**config.mk**
```make
export PLATFORM = sky130hd
export DESIGN_NAME = mem_arbiter_flat
export DESIGN_NICKNAME = d
export VERILOG_FILES = /design/src/rtl/mem_arbiter_pkg.sv /design/src/rtl/mem_arbiter_if.sv /design/src/rtl/mem_arb_wdog.sv /design/src/rtl/mem_arbiter.sv /design/src/flat_wrapper.sv
export SDC_FILE = /design/constraint.sdc
export NUM_CORES = 1
export LEC_CHECK = 0
export ABC_AREA = 0
export BUFFER_PORTS_ARGS = -buffer_cell sky130_fd_sc_hd__buf_2
export CAP_MARGIN = 40
export CORE_MARGIN = 8
export CORE_UTILIZATION = 49
export CTS_BUF_LIST = sky130_fd_sc_hd__clkbuf_16
export DETAILED_ROUTE_END_ITERATION = 16
export PLACE_DENSITY = 0.8
export SYNTH_ARGS = -nofsm -noshare
export SYNTH_HDL_FRONTEND = slang
export SYNTH_SLANG_ARGS = --single-unit
```
**constraint.sdc**
```tcl
create_clock -name clk -period 2.58 [get_ports clk]
set_input_delay 0.516 -clock clk [delete_from_list [all_inputs] [get_ports clk]]
set_output_delay 0.516 -clock clk [all_outputs]
set_load 0.01 [all_outputs]
```
**src/rtl/mem_arbiter_pkg.sv**
```systemverilog
// Shared definitions for the unified-memory arbiter: FSM state encoding and default sizing.
package mem_arbiter_pkg;

  typedef enum logic [1:0] {
    StIdle  = 2'd0,
    StDWait = 2'd1,
    StIWait = 2'd2
  } arb_state_e;

  localparam int unsigned DefAw      = 16;
  localparam int unsigned DefDw      = 16;
  localparam int unsigned DefTimeout = 15;

endpackage

```
**src/rtl/mem_arbiter_if.sv**
```systemverilog
// Bus bundle between the pipeline (fetch + MEM stage), the arbiter and the unified memory.
interface mem_arbiter_if
  import mem_arbiter_pkg::*;
#(
  parameter int unsigned AW = DefAw,
  parameter int unsigned DW = DefDw
);
  logic          if_req;
  logic [AW-1:0] if_addr;
  logic          dm_rd;
  logic          dm_wr;
  logic [AW-1:0] dm_addr;
  logic [DW-1:0] dm_wdata;
  logic          mem_rd;
  logic          mem_wr;
  logic [AW-1:0] mem_addr;
  logic [DW-1:0] mem_wdata;
  logic          mem_done;
  logic [DW-1:0] mem_rdata;
  logic [DW-1:0] if_rdata;
  logic [DW-1:0] dm_rdata;
  logic          if_stall;
  logic          dm_stall;
  logic          err;

  // Environment side: pipeline requesters and the memory itself.
  modport master (
    output if_req, if_addr, dm_rd, dm_wr, dm_addr, dm_wdata, mem_done, mem_rdata,
    input  mem_rd, mem_wr, mem_addr, mem_wdata, if_rdata, dm_rdata, if_stall, dm_stall, err
  );

  // Arbiter side.
  modport slave (
    input  if_req, if_addr, dm_rd, dm_wr, dm_addr, dm_wdata, mem_done, mem_rdata,
    output mem_rd, mem_wr, mem_addr, mem_wdata, if_rdata, dm_rdata, if_stall, dm_stall, err
  );

endinterface

```
**src/rtl/mem_arb_wdog.sv**
```systemverilog
// Wait-cycle watchdog: cleared on grant, counts WAIT cycles, flags when TIMEOUT is reached.
module mem_arb_wdog
  import mem_arbiter_pkg::*;
#(
  parameter int unsigned TIMEOUT = DefTimeout
) (
  input  logic clk,
  input  logic rst,
  input  logic clr_i,
  input  logic en_i,
  output logic expired_o
);

  localparam int unsigned CntW = $clog2(TIMEOUT + 1);

  logic [CntW-1:0] cnt_q, cnt_d;

  always_comb begin
    cnt_d = cnt_q;
    if (clr_i) begin
      cnt_d = '0;
    end else if (en_i && (cnt_q != CntW'(TIMEOUT))) begin
      cnt_d = cnt_q + 1'b1;
    end
  end

  // Fires on the WAIT cycle whose increment reaches TIMEOUT.
  assign expired_o = en_i && !clr_i && (cnt_d == CntW'(TIMEOUT));

  always_ff @(posedge clk or posedge rst) begin
    if (rst) begin
      cnt_q <= '0;
    end else begin
      cnt_q <= cnt_d;
    end
  end

endmodule

```
**src/rtl/mem_arbiter.sv**
```systemverilog
// Arbitrates fetch and MEM-stage accesses onto one unified memory port, one access at a time.
module mem_arbiter
  import mem_arbiter_pkg::*;
#(
  parameter int unsigned AW      = DefAw,
  parameter int unsigned DW      = DefDw,
  parameter int unsigned TIMEOUT = DefTimeout
) (
  input logic          clk,
  input logic          rst,
  mem_arbiter_if.slave bus
);

  arb_state_e    state_q, state_d;
  logic [AW-1:0] addr_q, addr_d;
  logic [DW-1:0] wdata_q, wdata_d;
  logic          wr_q, wr_d;
  logic [DW-1:0] if_rdata_q, if_rdata_d;
  logic [DW-1:0] dm_rdata_q, dm_rdata_d;
  logic          err_q, err_d;

  logic          rd_cmd, wr_cmd, grant, expired;
  logic [AW-1:0] addr_out;
  logic [DW-1:0] wdata_out;
  logic          dm_req;

  assign dm_req = bus.dm_rd | bus.dm_wr;

  mem_arb_wdog #(
    .TIMEOUT(TIMEOUT)
  ) u_wdog (
    .clk      (clk),
    .rst      (rst),
    .clr_i    (grant),
    .en_i     (state_q != StIdle),
    .expired_o(expired)
  );

  always_comb begin
    state_d    = state_q;
    addr_d     = addr_q;
    wdata_d    = wdata_q;
    wr_d       = wr_q;
    if_rdata_d = if_rdata_q;
    dm_rdata_d = dm_rdata_q;
    err_d      = err_q;
    rd_cmd     = 1'b0;
    wr_cmd     = 1'b0;
    grant      = 1'b0;
    addr_out   = addr_q;
    wdata_out  = wdata_q;

    unique case (state_q)
      StIdle: begin
        if (bus.mem_done) err_d = 1'b1;
        // Data side wins: the MEM-stage instruction is older than the fetch.
        if (bus.dm_rd && bus.dm_wr) begin
          err_d = 1'b1;
        end else if (dm_req) begin
          grant     = 1'b1;
          rd_cmd    = bus.dm_rd;
          wr_cmd    = bus.dm_wr;
          addr_out  = bus.dm_addr;
          wdata_out = bus.dm_wdata;
          state_d   = StDWait;
        end else if (bus.if_req) begin
          grant     = 1'b1;
          rd_cmd    = 1'b1;
          addr_out  = bus.if_addr;
          wdata_out = '0;
          state_d   = StIWait;
        end
        if (grant) begin
          addr_d  = addr_out;
          wdata_d = wdata_out;
          wr_d    = wr_cmd;
        end
      end
      StDWait: begin
        if (bus.mem_done) begin
          state_d = StIdle;
          if (!wr_q) dm_rdata_d = bus.mem_rdata;
        end else if (expired) begin
          err_d   = 1'b1;
          state_d = StIdle;
        end
      end
      StIWait: begin
        if (bus.mem_done) begin
          state_d    = StIdle;
          if_rdata_d = bus.mem_rdata;
        end else if (expired) begin
          err_d   = 1'b1;
          state_d = StIdle;
        end
      end
      default: state_d = StIdle;
    endcase
  end

  assign bus.mem_rd    = rd_cmd & ~rst;
  assign bus.mem_wr    = wr_cmd & ~rst;
  assign bus.mem_addr  = addr_out;
  assign bus.mem_wdata = wdata_out;
  assign bus.if_rdata  = if_rdata_q;
  assign bus.dm_rdata  = dm_rdata_q;
  assign bus.err       = err_q;
  assign bus.if_stall  = bus.if_req & ~((state_q == StIWait) & bus.mem_done);
  assign bus.dm_stall  = dm_req & ~((state_q == StDWait) & bus.mem_done);

  always_ff @(posedge clk or posedge rst) begin
    if (rst) begin
      state_q    <= StIdle;
      addr_q     <= '0;
      wdata_q    <= '0;
      wr_q       <= 1'b0;
      if_rdata_q <= '0;
      dm_rdata_q <= '0;
      err_q      <= 1'b0;
    end else begin
      state_q    <= state_d;
      addr_q     <= addr_d;
      wdata_q    <= wdata_d;
      wr_q       <= wr_d;
      if_rdata_q <= if_rdata_d;
      dm_rdata_q <= dm_rdata_d;
      err_q      <= err_d;
    end
  end

endmodule

```
**src/flat_wrapper.sv**
```systemverilog
// flat-port wrapper written by rule: the top's interface ports become plain ports
module mem_arbiter_flat import mem_arbiter_pkg::*;
#(
  parameter int unsigned AW      = DefAw,
  parameter int unsigned DW      = DefDw,
  parameter int unsigned TIMEOUT = DefTimeout
)
  (clk, rst, bus_if_req, bus_if_addr, bus_dm_rd, bus_dm_wr, bus_dm_addr, bus_dm_wdata, bus_mem_done, bus_mem_rdata, bus_mem_rd, bus_mem_wr, bus_mem_addr, bus_mem_wdata, bus_if_rdata, bus_dm_rdata, bus_if_stall, bus_dm_stall, bus_err);
  mem_arbiter_if #(.AW(AW), .DW(DW)) bus_i ();
  input logic clk;
  input logic rst;
  input wire logic [$bits(bus_i.if_req)-1:0] bus_if_req;
  input wire logic [$bits(bus_i.if_addr)-1:0] bus_if_addr;
  input wire logic [$bits(bus_i.dm_rd)-1:0] bus_dm_rd;
  input wire logic [$bits(bus_i.dm_wr)-1:0] bus_dm_wr;
  input wire logic [$bits(bus_i.dm_addr)-1:0] bus_dm_addr;
  input wire logic [$bits(bus_i.dm_wdata)-1:0] bus_dm_wdata;
  input wire logic [$bits(bus_i.mem_done)-1:0] bus_mem_done;
  input wire logic [$bits(bus_i.mem_rdata)-1:0] bus_mem_rdata;
  output wire logic [$bits(bus_i.mem_rd)-1:0] bus_mem_rd;
  output wire logic [$bits(bus_i.mem_wr)-1:0] bus_mem_wr;
  output wire logic [$bits(bus_i.mem_addr)-1:0] bus_mem_addr;
  output wire logic [$bits(bus_i.mem_wdata)-1:0] bus_mem_wdata;
  output wire logic [$bits(bus_i.if_rdata)-1:0] bus_if_rdata;
  output wire logic [$bits(bus_i.dm_rdata)-1:0] bus_dm_rdata;
  output wire logic [$bits(bus_i.if_stall)-1:0] bus_if_stall;
  output wire logic [$bits(bus_i.dm_stall)-1:0] bus_dm_stall;
  output wire logic [$bits(bus_i.err)-1:0] bus_err;
  assign bus_i.if_req = bus_if_req;
  assign bus_i.if_addr = bus_if_addr;
  assign bus_i.dm_rd = bus_dm_rd;
  assign bus_i.dm_wr = bus_dm_wr;
  assign bus_i.dm_addr = bus_dm_addr;
  assign bus_i.dm_wdata = bus_dm_wdata;
  assign bus_i.mem_done = bus_mem_done;
  assign bus_i.mem_rdata = bus_mem_rdata;
  assign bus_mem_rd = bus_i.mem_rd;
  assign bus_mem_wr = bus_i.mem_wr;
  assign bus_mem_addr = bus_i.mem_addr;
  assign bus_mem_wdata = bus_i.mem_wdata;
  assign bus_if_rdata = bus_i.if_rdata;
  assign bus_dm_rdata = bus_i.dm_rdata;
  assign bus_if_stall = bus_i.if_stall;
  assign bus_dm_stall = bus_i.dm_stall;
  assign bus_err = bus_i.err;
  mem_arbiter #(.AW(AW), .DW(DW), .TIMEOUT(TIMEOUT)) u_core (.clk(clk), .rst(rst), .bus(bus_i));
endmodule
```
==> reports/summary.txt <==
=================================================================================================
Detailed-router iteration count before antenna repair                                           4
Slowest library cell on the worst path                                                    dfrtp_1
Ratio of final minimum period to clock period                                               98.3%
Outcome                                                                              complete, no violations
Std-Cell Core Area                                                                       7290 um2
Mean area per synthesized cell                                                           10.6 um2
CP Class                                                                                  reg2out
Sequential-to-total area share from yosys stat                                              48.8%
Number of synthesized register bits                                                            72
Power density over the cells                                                          1190 nW/um2
Pin count of the biggest net entering global routing                                           46
Startpoint type of the worst setup path                                                 flip-flop
Max FO, Critical Path                                                                           5
P_leak                                                                                    2.34 nW
Synth area leaders                                                                   dfrtp_1 49%, mux2_2 9.8%, a22o_1 7.6%
Buffer depth of the longest clock path                                                          2
Final count of hold timing violations                                                           0
Final Cell Area                                                                          4870 um2
Clock H-tree levels                                                                             3
Synth Instances                                                                               347
Mean routed wirelength per cell                                                           16.8 um
Net Count, Synth                                                                              421
Final weighted congestion in routability-driven placement                                   0.835
Number of global-route vias before repair                                                    3181
Final Routed Wirelength                                                                   9920 um
Number of antenna violations at the first check in global routing                               1
Number of distinct library cell variants in the gate-level netlist after synthesis             42
Fillers                                                                                       555
Max_cap viols                                                                                   0
Total number of yosys warnings                                                                  0
TritonCTS Sinks                                                                                72
Post-route antenna net violation count                                                          0
Worst slack on hold paths                                                                  297 ps
Sum of overflow across all layers after global routing                                          0
Post-route DRC violation count                                                                  0
Kind of cell adding the most delay to the critical path                              compound AO/OA/AOI/OAI gates
Required time at the endpoint of the critical path                                        2060 ps
Library cell used as clock root buffer                                                  clkbuf_16
Cells along the critical path                                                        inv_2 > ha_4 > a21boi_4 > a21boi_4 > clkbuf_16 > nor2_2 > a21oi_1 > buf_2
Unrepaired setup endpoints after global routing                                               yes
Number of DRC violations after detailed-routing iteration 0                                   127
Effective utilization at floorplan                                                          50.6%
Number of endpoints failing setup at the final stage                                            0
Overall global routing resource usage                                                       18.5%
Sort of element at the end of the critical path                                      primary output
Fraction of final layout cells with drive strength greater than 1                           44.7%
Wire length of the first global-routing pass                                             15300 um
Area share of the largest cell type after synthesis                                         48.8%
Worst-case vdd ir drop                                                                     482 uV
Via density per instance                                                                     5.46
Worst path most repeated cell                                                            a21boi_4
Leading area contributor after synthesis                                                  dfrtp_1
Post-place instance area                                                                 4450 um2
I/O pins                                                                                      139
Area overhead of the layout relative to synthesis                                           31.9%
Data arrival time of the critical path                                                    2020 ps
Count of vias placed by the detailed router                                                  3223
Hold crit path type                                                                      in2async
Die extent in x                                                                            103 um
Max Transition Viols Final                                                                      0
Worst slew margin                                                                           53.6%
Die boundary height                                                                        103 um
NumNets Final                                                                                 559
Count of port buffers added during placement                                                  138
Site Rows                                                                                      31
Worst-case clock skew                                                                     5.81 ps
Register clock-pin slew on the reported worst setup and hold paths                          60 ps
Largest stage delay, worst path                                                            420 ps
Floorplan die area                                                                      10600 um2
Insertion delay of the later-clocked pin in the worst-skew pair                            330 ps
Shortest clock period the worst path allows after layout                                  2530 ps
Critical path buffers and inverters                                                             3
Achievable frequency                                                                      394 MHz
Worst-Margin Slew                                                                          695 ps
Netlist area before placement                                                            3690 um2
Fin cells                                                                                     590
Clock tree from TritonCTS                                                                    done
Num CTS Buffers                                                                                 9
Placed wire-length estimate after detailed placement                                      6990 um
Summed negative setup slack over all endpoints                                               0 ps
Placed Instances                                                                              570
=================================================================================================
[layout by cell type, fill, tap and decap left out, types with 5 or more instances in the layout]
cell and n:
clkbuf_16 10, o21ai_0 8, buf_2 138, nand2_1 7
nor2_1 12, mux2_2 32, dfrtp_1 72, o21ai_1 10
nand3_1 15, buf_4 7, a22o_1 32, nor2_2 6
buf_12 5, a21oi_1 47, inv_1 18, nor3b_1 16
[sequential cells by signal, indices dropped and copies added (netlist names)]
register             count
u_core.addr_q           16
u_core.bus.dm_rdata     16
u_core.bus.err           1
u_core.bus.if_rdata     16
u_core.state_q           2
u_core.u_wdog.cnt_q      4
u_core.wdata_q          16
u_core.wr_q              1
[cell type report]
cell class              instances  area [um2]  area share (%)
clock buffers                   9         225            4.63
multi-input cells             228        1680            34.5
repair buffers                152         880            18.1
well taps                      99         124            2.54
flip-flops and latches         72        1800            37.0
clock inverters                 7        71.3            1.47
diodes                          1        2.50          0.0514
inverters                      22        82.6            1.70
[synth_stat cells (all sizes together)]
library cell	instances
mux2i	3
nor2b	1
a211oi	2
o211ai	1
o31ai	1
nor4bb	1
xnor2	2
dfrtp	72
nor2	21
o2bb2ai	1
and4	1
nor3	4
xor2	1
nand2	7
o22ai	3
nor4b	1
inv	22
a211o	1
mux2	32
nand3	15
nor3b	16
and2	1
a22o	32
a31oi	1
o21ai	18
nand3b	2
ha	4
a21boi	3
clkbuf	9
o211a	1
buf	16
nand2b	1
a21oi	51
[power by group]
part / internal, W / switching (W)
Combinational: 0.00126 / 0.00134
Clock: 0.000748 / 0.000484
Sequential: 0.00165 / 0.000297
[final timing paths]
kind | slack (ps) | cells past startpoint | startpoint | endpoint
setup / recovery | 50 | 8 | u_core.state_q[0]$_DFFE_PP0P_ | bus_mem_addr[9]
hold / removal | 300 | 2 | rst | u_core.addr_q[15]$_DFFE_PP0P_
setup reg to reg | 610 | 5 | u_core.u_wdog.cnt_q[0]$_DFF_PP0_ | u_core.state_q[0]$_DFFE_PP0P_
hold reg to reg | 500 | 1 | u_core.bus.if_rdata[0]$_DFFE_PP0P_ | u_core.bus.if_rdata[0]$_DFFE_PP0P_
max in group asynchronous | 1640 | 3 | rst | u_core.bus.err$_DFFE_PP0P_
min in group clk | 420 | 2 | bus_dm_wdata[5] | u_core.wdata_q[5]$_DFFE_PP0P_
[repair_timing]
| action | 4_1_cts | 5_1_grt |
|---|---|---|
| buffers inserted | 2 | 0 |
| hold buffers | 0 | 0 |
| setup endpoints to repair | 32 | 28 |
| pin swaps | 0 | 1 |
| gates cloned | 0 | 1 |
| resized for setup | 2 | 14 |
[layer usage]
layer  up-vias  share of wire (%)  track usage, %  routed length, um
li1       1536                  -               -                  -
met2       149                 45            29.7               4450
met1      1527                 43            22.9               4290
met4         0                1.6            6.01                154
met3        11                 10            6.28               1020
met5         -                  0               0                  0
[metrics by stage]
step	util, %	worst slack, ps	power, W
final	66.7	45.0	0.00578
after global routing	66.7	-30.6	0.00613
after CTS	65.6	2.59	0.00567
after detailed placement	61.1	168	0.00436
after global placement	61.1	201	0.00426
after floorplan	-	239	0.00350
[cells by family (layout without fill, tap and decap cells)]
logic type | Yosys count | after routing | share of synthesized area [%]
adder cells (fa/ha/maj) | 4 | 4 | 1.36
other | 0 | 1 | 0
flip-flops | 72 | 72 | 48.8
buffers and inverters | 47 | 190 | 7.15
multiplexers | 35 | 35 | 10.6
XOR/XNOR | 3 | 3 | 0.712
AO/OA/AOI/OAI | 115 | 115 | 20.3
AND/OR/NAND/NOR | 71 | 71 | 11.0
Note: power is estimated with default switching activity, not from simulation.
